==> config.mk <==
export PLATFORM = sky130hd
export DESIGN_NAME = bioz_adc_capture
export DESIGN_NICKNAME = d
export VERILOG_FILES = /design/src/rtl/bioz_pkg.sv /design/src/rtl/bioz_sync_fifo.sv /design/src/rtl/bioz_adc_capture.sv
export SDC_FILE = /design/constraint.sdc
export NUM_CORES = 1
export LEC_CHECK = 0
export CAP_MARGIN = 10
export CORE_MARGIN = 2
export CORE_UTILIZATION = 55
export CTS_CLUSTER_DIAMETER = 120
export DETAILED_ROUTE_END_ITERATION = 6
export DONT_BUFFER_PORTS = 1
export PLACE_DENSITY = 0.7
export RECOVER_POWER = 25
export SYNTH_ARGS = -nofsm -noshare
export SYNTH_HDL_FRONTEND = slang
export SYNTH_SLANG_ARGS = --single-unit
==> constraint.sdc <==
create_clock -name clk_ADC -period 2.9 [get_ports clk_ADC]
set_input_delay 0.145 -clock clk_ADC [delete_from_list [all_inputs] [get_ports clk_ADC]]
set_output_delay 0.145 -clock clk_ADC [all_outputs]
set_load 0.01 [all_outputs]
==> src/rtl/bioz_pkg.sv <==
// Purpose: shared types and default widths for the BioZ ADC capture path.
// Latency: n/a (declarations only).
// Backpressure: n/a.
package bioz_pkg;

    localparam int BIOZ_ADC_BITS = 10;
    localparam int BIOZ_FSEL_W   = 4;

    // Capture FSM states
    typedef enum logic [1:0] {
        ST_IDLE  = 2'd0,
        ST_WAIT  = 2'd1,
        ST_SHIFT = 2'd2,
        ST_PUSH  = 2'd3
    } cap_state_t;

    // One tagged conversion result: frequency code in the upper bits
    typedef struct packed {
        logic [BIOZ_FSEL_W-1:0]   tag;
        logic [BIOZ_ADC_BITS-1:0] data;
    } bioz_sample_t;

endpackage

==> src/rtl/bioz_sync_fifo.sv <==
// Purpose: small first-word-fall-through synchronous FIFO.
// Latency: a word pushed at edge n is visible at the head after edge n.
// Backpressure: push while full is ignored unless a pop happens in the same cycle.
module bioz_sync_fifo #(
    parameter int WIDTH = 14,
    parameter int DEPTH = 4
) (
    input  logic             i_clk,
    input  logic             i_rst,
    input  logic             i_push,
    input  logic [WIDTH-1:0] i_push_dat,
    input  logic             i_pop,
    output logic [WIDTH-1:0] o_head_dat,
    output logic             o_full,
    output logic             o_empty
);

    localparam int PTR_W = (DEPTH > 1) ? $clog2(DEPTH) : 1;
    localparam int CNT_W = PTR_W + 1;

    logic [WIDTH-1:0] r_mem [DEPTH];
    logic [PTR_W-1:0] r_wr_ptr;
    logic [PTR_W-1:0] r_rd_ptr;
    logic [CNT_W-1:0] r_count;
    logic             w_do_push;
    logic             w_do_pop;

    assign o_full     = (r_count == CNT_W'(DEPTH));
    assign o_empty    = (r_count == '0);
    assign o_head_dat = r_mem[r_rd_ptr];

    // A pop in the same cycle frees the slot, so a push into a full FIFO still lands
    always_comb begin
        w_do_pop  = i_pop & ~o_empty;
        w_do_push = i_push & (~o_full | w_do_pop);
    end

    // Storage, pointers and occupancy
    always_ff @(posedge i_clk or posedge i_rst) begin
        if (i_rst) begin
            for (int i = 0; i < DEPTH; i++) begin
                r_mem[i] <= '0;
            end
            r_wr_ptr <= '0;
            r_rd_ptr <= '0;
            r_count  <= '0;
        end else begin
            if (w_do_push) begin
                r_mem[r_wr_ptr] <= i_push_dat;
                r_wr_ptr        <= r_wr_ptr + 1'b1;
            end
            if (w_do_pop) begin
                r_rd_ptr <= r_rd_ptr + 1'b1;
            end
            case ({w_do_push, w_do_pop})
                2'b10:   r_count <= r_count + 1'b1;
                2'b01:   r_count <= r_count - 1'b1;
                default: r_count <= r_count;
            endcase
        end
    end

endmodule

==> src/rtl/bioz_adc_capture.sv <==
// Purpose: deserialise SAR ADC frames, tag with Fsel, queue for readout (optional averaging: BIOZ_CAPTURE_AVG_EN).
// Latency: FIFO write at start edge + BIT_DELAY + ADC_BITS; Sample_Valid visible after that edge.
// Backpressure: valid/ready at the output; a full FIFO drops the new word and sets sticky Overflow.
module bioz_adc_capture
    import bioz_pkg::*;
#(
    parameter int ADC_BITS      = BIOZ_ADC_BITS,
    parameter int FSEL_W        = BIOZ_FSEL_W,
    parameter int ADC_CLK_CYCLE = 14,
    parameter int BIT_DELAY     = 1,
    parameter int FIFO_DEPTH    = 4,
    parameter int AVG_LOG2      = 2
) (
    input  logic                clk_ADC,
    input  logic                Reset,
    input  logic                ADC_En,
    input  logic                ADC_Start,
    input  logic                ADC_Dout,
    input  logic [FSEL_W-1:0]   Fsel,
    output logic [ADC_BITS-1:0] Sample,
    output logic [FSEL_W-1:0]   Sample_Fsel,
    output logic                Sample_Valid,
    input  logic                Sample_Ready,
    output logic                Overflow,
    output logic                Frame_Err,
    input  logic                Err_Clr
);

    localparam int DLY_W = (BIT_DELAY > 1) ? $clog2(BIT_DELAY) : 1;
    localparam int BIT_W = (ADC_BITS > 1) ? $clog2(ADC_BITS) : 1;
    localparam int SMP_W = FSEL_W + ADC_BITS;

    // Frame timing must fit inside one conversion period
    if (BIT_DELAY < 1 || BIT_DELAY + ADC_BITS + 1 > ADC_CLK_CYCLE ||
        FIFO_DEPTH < 2 || (FIFO_DEPTH & (FIFO_DEPTH - 1)) != 0 || AVG_LOG2 < 0) begin : g_bad_cfg
        $error("bioz_adc_capture: illegal parameter combination");
    end

    cap_state_t          r_state;
    cap_state_t          w_state_nxt;
    logic [DLY_W-1:0]    r_dly_cnt;
    logic [BIT_W-1:0]    r_bit_cnt;
    logic [ADC_BITS-1:0] r_shift;
    logic [FSEL_W-1:0]   r_fsel;
    logic                r_overflow;
    logic                r_frame_err;

    logic                w_start_frame;
    logic                w_frame_err_evt;
    logic                w_frame_done;
    logic                w_fifo_push;
    logic [SMP_W-1:0]    w_fifo_wdat;
    logic [SMP_W-1:0]    w_fifo_head;
    logic                w_fifo_full;
    logic                w_fifo_empty;
    logic                w_pop;
    logic                w_ovf_evt;

    // FSM state register
    always_ff @(posedge clk_ADC or posedge Reset) begin
        if (Reset) begin
            r_state <= ST_IDLE;
        end else begin
            r_state <= w_state_nxt;
        end
    end

    // Next state; a start in any busy state abandons the frame and restarts it
    always_comb begin
        w_state_nxt     = r_state;
        w_start_frame   = 1'b0;
        w_frame_err_evt = 1'b0;
        w_frame_done    = 1'b0;
        if (!ADC_En) begin
            w_state_nxt = ST_IDLE;
        end else begin
            case (r_state)
                ST_IDLE: begin
                    w_start_frame = ADC_Start;
                end
                ST_WAIT: begin
                    if (ADC_Start) begin
                        w_start_frame   = 1'b1;
                        w_frame_err_evt = 1'b1;
                    end else if (r_dly_cnt <= DLY_W'(1)) begin
                        w_state_nxt = ST_SHIFT;
                    end
                end
                ST_SHIFT: begin
                    if (ADC_Start) begin
                        w_start_frame   = 1'b1;
                        w_frame_err_evt = 1'b1;
                    end else if (r_bit_cnt == BIT_W'(ADC_BITS - 1)) begin
                        w_state_nxt = ST_PUSH;
                    end
                end
                ST_PUSH: begin
                    if (ADC_Start) begin
                        w_start_frame   = 1'b1;
                        w_frame_err_evt = 1'b1;
                    end else begin
                        w_frame_done = 1'b1;
                        w_state_nxt  = ST_IDLE;
                    end
                end
                default: w_state_nxt = ST_IDLE;
            endcase
            if (w_start_frame) begin
                w_state_nxt = (BIT_DELAY == 1) ? ST_SHIFT : ST_WAIT;
            end
        end
    end

    // Frame datapath: tag latch, delay count, MSB-first shift register
    always_ff @(posedge clk_ADC or posedge Reset) begin
        if (Reset) begin
            r_fsel    <= '0;
            r_dly_cnt <= '0;
            r_bit_cnt <= '0;
            r_shift   <= '0;
        end else if (w_start_frame) begin
            r_fsel    <= Fsel;
            r_dly_cnt <= DLY_W'(BIT_DELAY - 1);
            r_bit_cnt <= '0;
        end else if (r_state == ST_WAIT) begin
            r_dly_cnt <= r_dly_cnt - 1'b1;
        end else if (r_state == ST_SHIFT) begin
            r_shift   <= {r_shift[ADC_BITS-2:0], ADC_Dout};
            r_bit_cnt <= r_bit_cnt + 1'b1;
        end
    end

`ifdef BIOZ_CAPTURE_AVG_EN
    localparam int ACC_W = ADC_BITS + AVG_LOG2;
    localparam int CNT_W = AVG_LOG2 + 1;

    logic [ACC_W-1:0]  r_acc;
    logic [CNT_W-1:0]  r_avg_cnt;
    logic [FSEL_W-1:0] r_avg_tag;
    logic              w_avg_cont;
    logic [ACC_W-1:0]  w_acc_sum;
    logic [CNT_W-1:0]  w_avg_cnt_nxt;
    logic              w_avg_full;

    // A tag change restarts the run with the current word instead of mixing frequencies
    always_comb begin
        w_avg_cont    = (r_avg_cnt != '0) && (r_avg_tag == r_fsel);
        w_acc_sum     = (w_avg_cont ? r_acc : '0) + ACC_W'(r_shift);
        w_avg_cnt_nxt = (w_avg_cont ? r_avg_cnt : '0) + 1'b1;
        w_avg_full    = (w_avg_cnt_nxt == CNT_W'(1 << AVG_LOG2));
        w_fifo_push   = w_frame_done & w_avg_full;
        w_fifo_wdat   = {r_fsel, w_acc_sum[AVG_LOG2 +: ADC_BITS]};
    end

    // Accumulator; cleared after each averaged push or when capture is disabled
    always_ff @(posedge clk_ADC or posedge Reset) begin
        if (Reset) begin
            r_acc     <= '0;
            r_avg_cnt <= '0;
            r_avg_tag <= '0;
        end else if (!ADC_En) begin
            r_acc     <= '0;
            r_avg_cnt <= '0;
        end else if (w_frame_done) begin
            r_avg_tag <= r_fsel;
            if (w_avg_full) begin
                r_acc     <= '0;
                r_avg_cnt <= '0;
            end else begin
                r_acc     <= w_acc_sum;
                r_avg_cnt <= w_avg_cnt_nxt;
            end
        end
    end
`else
    // Every completed frame goes straight to the FIFO
    always_comb begin
        w_fifo_push = w_frame_done;
        w_fifo_wdat = {r_fsel, r_shift};
    end
`endif

    assign w_pop     = ~w_fifo_empty & Sample_Ready;
    assign w_ovf_evt = w_fifo_push & w_fifo_full & ~w_pop;

    bioz_sync_fifo #(
        .WIDTH (SMP_W),
        .DEPTH (FIFO_DEPTH)
    ) u_fifo (
        .i_clk      (clk_ADC),
        .i_rst      (Reset),
        .i_push     (w_fifo_push),
        .i_push_dat (w_fifo_wdat),
        .i_pop      (w_pop),
        .o_head_dat (w_fifo_head),
        .o_full     (w_fifo_full),
        .o_empty    (w_fifo_empty)
    );

    // Sticky error flags; a new event wins over a same-cycle clear
    always_ff @(posedge clk_ADC or posedge Reset) begin
        if (Reset) begin
            r_overflow  <= 1'b0;
            r_frame_err <= 1'b0;
        end else begin
            if (w_ovf_evt) begin
                r_overflow <= 1'b1;
            end else if (Err_Clr) begin
                r_overflow <= 1'b0;
            end
            if (w_frame_err_evt) begin
                r_frame_err <= 1'b1;
            end else if (Err_Clr) begin
                r_frame_err <= 1'b0;
            end
        end
    end

    assign Sample       = w_fifo_head[ADC_BITS-1:0];
    assign Sample_Fsel  = w_fifo_head[SMP_W-1:ADC_BITS];
    assign Sample_Valid = ~w_fifo_empty;
    assign Overflow     = r_overflow;
    assign Frame_Err    = r_frame_err;

endmodule

# After elaboration in Yosys (flattened, before gate mapping)
# Cells that the tools add are included.
# word_totals
latchBits	0
n_memories	0
ram_bits	0
mem_bits_ro	0
regBits	86
wordCells	95
output_inout_bits	17
# classes
n_addsub	6
bitwise_logic	13
div	0
magnitude_cmp	4
mux	32
n_reduce_logical	12
shifts	0
eq_ne	14
n_mul	0
# op_table
operator	count
bitwise mux 56 bit	1
two-way mux 14 bit	3
binary-select mux 14 bit (select 2 bit)	1
demux 14 bit (select 2 bit)	1
inequality test 4 x 3 -> 1 bit, second input constant	4
two-way mux 2 bit	7
two-way mux 1 bit	13
two-way mux 4 bit	3
nonzero test 2 bit	5
== test 2 bit, second input constant	3
>= comparator 3 bit, second input constant	2
NOT 2 -> 3 bit	2
case mux 2 bit (3 select lines)	1
case mux 3 bit (2 select lines)	1
AND reduction 6 bit	1
bitwise AND 1 bit	5
inequality test 5 x 1 -> 1 bit, second input constant	1
NOT 1 bit	5
adder 2 x 1 -> 2 bit, second input constant	2
adder 4 x 1 -> 4 bit, second input constant	1
== test 2 x 1 -> 1 bit, second input constant	2
== test 4 bit, second input constant	1
inequality test 4 bit, second input constant	1
adder 3 x 1 -> 3 bit, second input constant	1
other kinds (14)	14

# Depth between registers and ports, before layout
# logic_depth
depth_word	8
depth_mapped	7

# Cells and area by module
# Synthesis repeated with hierarchy kept, for this count alone.
# unflattened
hier_cells	244
hier_area_um2	3837.4
# by_module_without_submodules
module	area_per_inst_um2	seq_area_each_um2	n_inst	cells_each
bioz_sync_fifo	2854.0	1576.5	1	176
bioz_adc_capture	983.4	550.5	1	68

# Least setup slack after synthesis
# No wires, ideal clock.
# synth_timing
path_kind	register to register
start	reg u_fifo.r_count[0]
end	reg u_fifo.r_count[2]
synth_period_minus_slack_ns	1.962
path_slack_ns	0.938
setup_ns	0.126
arrival_time_ns	1.836
path_stages_with_launch	6
path_buffers	0
cell_sequence	dfrtp_1 > o31a_1 > nand2_1 > fa_1 > or3_1 > a311o_1
# synth_via
elab_chain_len	8
# synth_rtl
item	line	rtl
start: declaration	bioz_sync_fifo.sv:24	logic [CNT_W-1:0] r_count;
start signal: assignment	bioz_sync_fifo.sv:56	2'b10: r_count <= r_count + 1'b1;
start signal: assignment	bioz_sync_fifo.sv:57	2'b01: r_count <= r_count - 1'b1;
start signal: assignment	bioz_sync_fifo.sv:58	default: r_count <= r_count;
logical NOT 3 bit	bioz_sync_fifo.sv:29	assign o_empty = (r_count == '0);
NOT 1 bit	bioz_sync_fifo.sv:34, bioz_adc_capture.sv:183	
bitwise AND 1 bit	bioz_adc_capture.sv:183	assign w_pop = ~w_fifo_empty & Sample_Ready;
bitwise AND 1 bit	bioz_sync_fifo.sv:34	w_do_pop = i_pop & ~o_empty;
bitwise OR 1 bit	bioz_sync_fifo.sv:35	w_do_push = i_push & (~o_full | w_do_pop);
bitwise AND 1 bit	bioz_sync_fifo.sv:35	
== test 2 x 1 -> 1 bit / == test 2 bit (equally long branches)	bioz_sync_fifo.sv:55	case ({w_do_push, w_do_pop})
case mux 3 bit (2 select lines) / nonzero test 2 bit (equally long branches)	--	
# Several ways; a longest one is shown, not always the timed one.
# A chain may end at the register's enable or synchronous reset.

# Worst setup path in the final report
# Same ends and word-level chain as after synthesis.

==> results.md <==
* DR iter-0 viols at 49
* Post-CTS Setup Repair Bufs at 0
* Antenna diodes at 0
* Post-route setup TNS at 0 ns
* Slew margin rel. at -23.6%
* FF+latch count, synth at 85
* Worst reg2reg path depth at 5
* Worst setup path end: u_fifo.r_count[2]
* Final Max Tran Viols at 42
* Worst setup SP type: flip-flop
* Syn Nets at 261
* Tmin final at 2.08 ns
* Yosys warns at 0
* HP Class: in2reg
* Failing checks: capacitance limit, slew limit
* CTS tree: done
* Arrival @ worst endpoint at 2.31 ns
* R2R Path Start: u_fifo.r_count[0]
* PnR worst setup slack at 0.816 ns
* Die X at 89.5 um
* Core area at 7180 um^2
* Syn Inst Count at 243
* Layout cells sized above 1 at 41.8%
* Clock latency on the worst-skew pair at 0.34 ns
* Async SR Flop Fraction at 100%
* Crit share post-route at 71.8%
* TritonCTS Sinks at 85
* Drt pass-1 iters at 4
* H-tree levels at 3
* Fillcell total at 534
* Total wire length at 6520 um
* Worst EP required at 3.12 ns
* Unrepaired setup endpoints after global routing: no
* Nets@finish at 274
* Unique masters post-synth at 35
* Max Clk Rate at 480 MHz
* Clock Skew at 0.00889 ns
* Worst Max-Slew Pin Slew at 1.84 ns
* Max VDD drop at 389 uV
* Clk buf depth at 2
* WS Path Type: reg2reg
* Sequential-to-total area share from yosys stat at 52.9%
* DR vias at 1969
* Utilization after layout at 61.3%
* CP Capture Type: flip-flop
* Global placement routability congestion at 0.699
* Reg-to-reg endpoint: u_fifo.r_count[2]
* DRT antenna net count at 0
* Grt ovf at 0
* Worst hold stages at 2
* EDFF count, synth at 0
* DP Worst Slack at 0.837 ns
* Area growth from synthesis to layout at 9.33%
* Worst Path Max Fanout at 7
* First-pass GRT wire length at 10900 um
* Leak at 2.16 nW
* Largest net degree at the start of global routing at 45
* Via/cell ratio at 5.47
* Initial antenna violation count at 0
* Ys flop type: dfrtp_1
* Final setup fails at 0
* Overall global routing resource usage at 18.5%
* Die area at 8020 um^2
* Synthesized area at 4020 um^2
* HPWL after detailed placement at 4180 um
* Outcome: finished, violations left
* Reg2reg setup slack at 0.82 ns
* Remaining DRCs at 0
* IO Port Bufs at 0
* Die Y at 89.5 um
* Row count at 31
* Clock slew at reported path FFs at 0.08 ns
* Power density cells at 670 nW/um^2
* Syn Area/Cell at 16.6 um^2
* # IOs at 28
* Crit. Startpoint: u_fifo.r_count[0]
* Clock root buffer: clkbuf_8
* Vias in the first global route at 2107
* Fin. Hold Viols at 0
* Max-capacitance violation count at 1
* Initial Utilization at 56.1%
* CTS buffer count at 9
* Avg WL per Cell at 18.1 um
## area by class of cell
class | instances | area, um^2 | share of cell area [%]
clock buffer | 12 | 145 | 3.30
clock inverter | 4 | 95.1 | 2.16
inverter | 8 | 31.3 | 0.711
multi-input combinational | 139 | 1740 | 39.6
sequential | 85 | 2130 | 48.4
tap | 99 | 124 | 2.82
timing repair buffer | 13 | 135 | 3.07
## cells by family after synthesis
family	synth area share, %
xor+xnor	1.52
simple gates	5.63
fa+ha+maj	2.36
flops	52.9
mux	31.4
buf+inv	3.86
compound gates	2.36
## state kept, by name, indices dropped and copies added, names as in the netlist
signal,flops
Frame_Err,1
u_fifo.r_wr_ptr,2
r_bit_cnt,4
r_shift,10
u_fifo.r_rd_ptr,2
r_state,2
r_fsel,4
u_fifo.r_mem,56
u_fifo.r_count,3
Overflow,1
## cells in the mapped netlist, types with 2 or more instances
cell,count,share of area (%)
mux2_4,40,15
xor2_1,3,0.65
mux2_2,30,8.4
nand2_8,4,2.0
or3_1,2,0.31
nand2_1,7,0.65
mux4_2,14,7.8
a21oi_1,6,0.75
o22ai_1,2,0.31
buf_12,5,2.5
xnor2_1,4,0.87
buf_2,2,0.25
nor2_1,2,0.19
dfrtp_1,85,53
o31a_1,2,0.44
inv_1,8,0.75
ha_1,6,1.9
clkbuf_1,3,0.28
nor2b_1,2,0.31
## where the power goes
part | switching [W] | internal (W)
registers | 0.000224 | 0.00130
logic | 0.000178 | 0.000250
clock network | 0.000394 | 0.000596
total | 0.000797 | 0.00215
## timing repair
action	4_1_cts	5_1_grt
hold buffers	10	0
endpoints found under the hold margin	54	0
gates resized for setup	0	0
## metal layers
metal	up-vias	GRT usage [%]	share of wire, %
met5	-	0	0
li1	913	-	-
met2	28	29.2	48
met4	0	7.60	1.4
met3	10	3.14	2.9
met1	1018	25.6	48
## per-stage QoR
stage | area, um^2 | power, W | hold WS (ns) | cells
final | 4400 | 0.00295 | 0.0371 | 360
after CTS | 4400 | 0.00299 | 0.0146 | 360
after global routing | 4400 | 0.00310 | 0.0290 | 360
after floorplan | 4020 | 0.00184 | 0.254 | 243
after detailed placement | 4060 | 0.00198 | 0.167 | 334
after global placement | 4060 | 0.00196 | 0.164 | 334
## cells in the final DEF (no fill, tap or decap), types with 4 or more instances in the layout
cell type / netlist / final
nand2_1: 7 / 7
nand2_8: 4 / 4
mux2_2: 30 / 30
clkbuf_8: 0 / 10
inv_1: 8 / 7
dlygate4sd3_1: 0 / 10
xnor2_1: 4 / 4
dfrtp_1: 85 / 85
mux2_4: 40 / 40
mux4_2: 14 / 14
ha_1: 6 / 6
a21oi_1: 6 / 6
## worst max-delay path, cell delays in order (launching register included)
cell and delay [ns]:
dfrtp_1 0.45, o31a_1 0.24, nand2_1 0.11, fa_1 0.48, or3_1 0.38, a311o_1 0.31
## how the worst min path moves through the flow
stage / startpoint / endpoint / slack, ns
after floorplan: Err_Clr / Frame_Err / 0.25
after global placement: Reset / r_shift[0] / 0.16
after detailed placement: Reset / r_shift[0] / 0.17
after CTS: Sample_Ready / Overflow / 0.01
after global routing: Sample_Ready / Overflow / 0.03
final: Sample_Ready / Overflow / 0.04
Note: power is estimated with default switching activity, not from simulation.
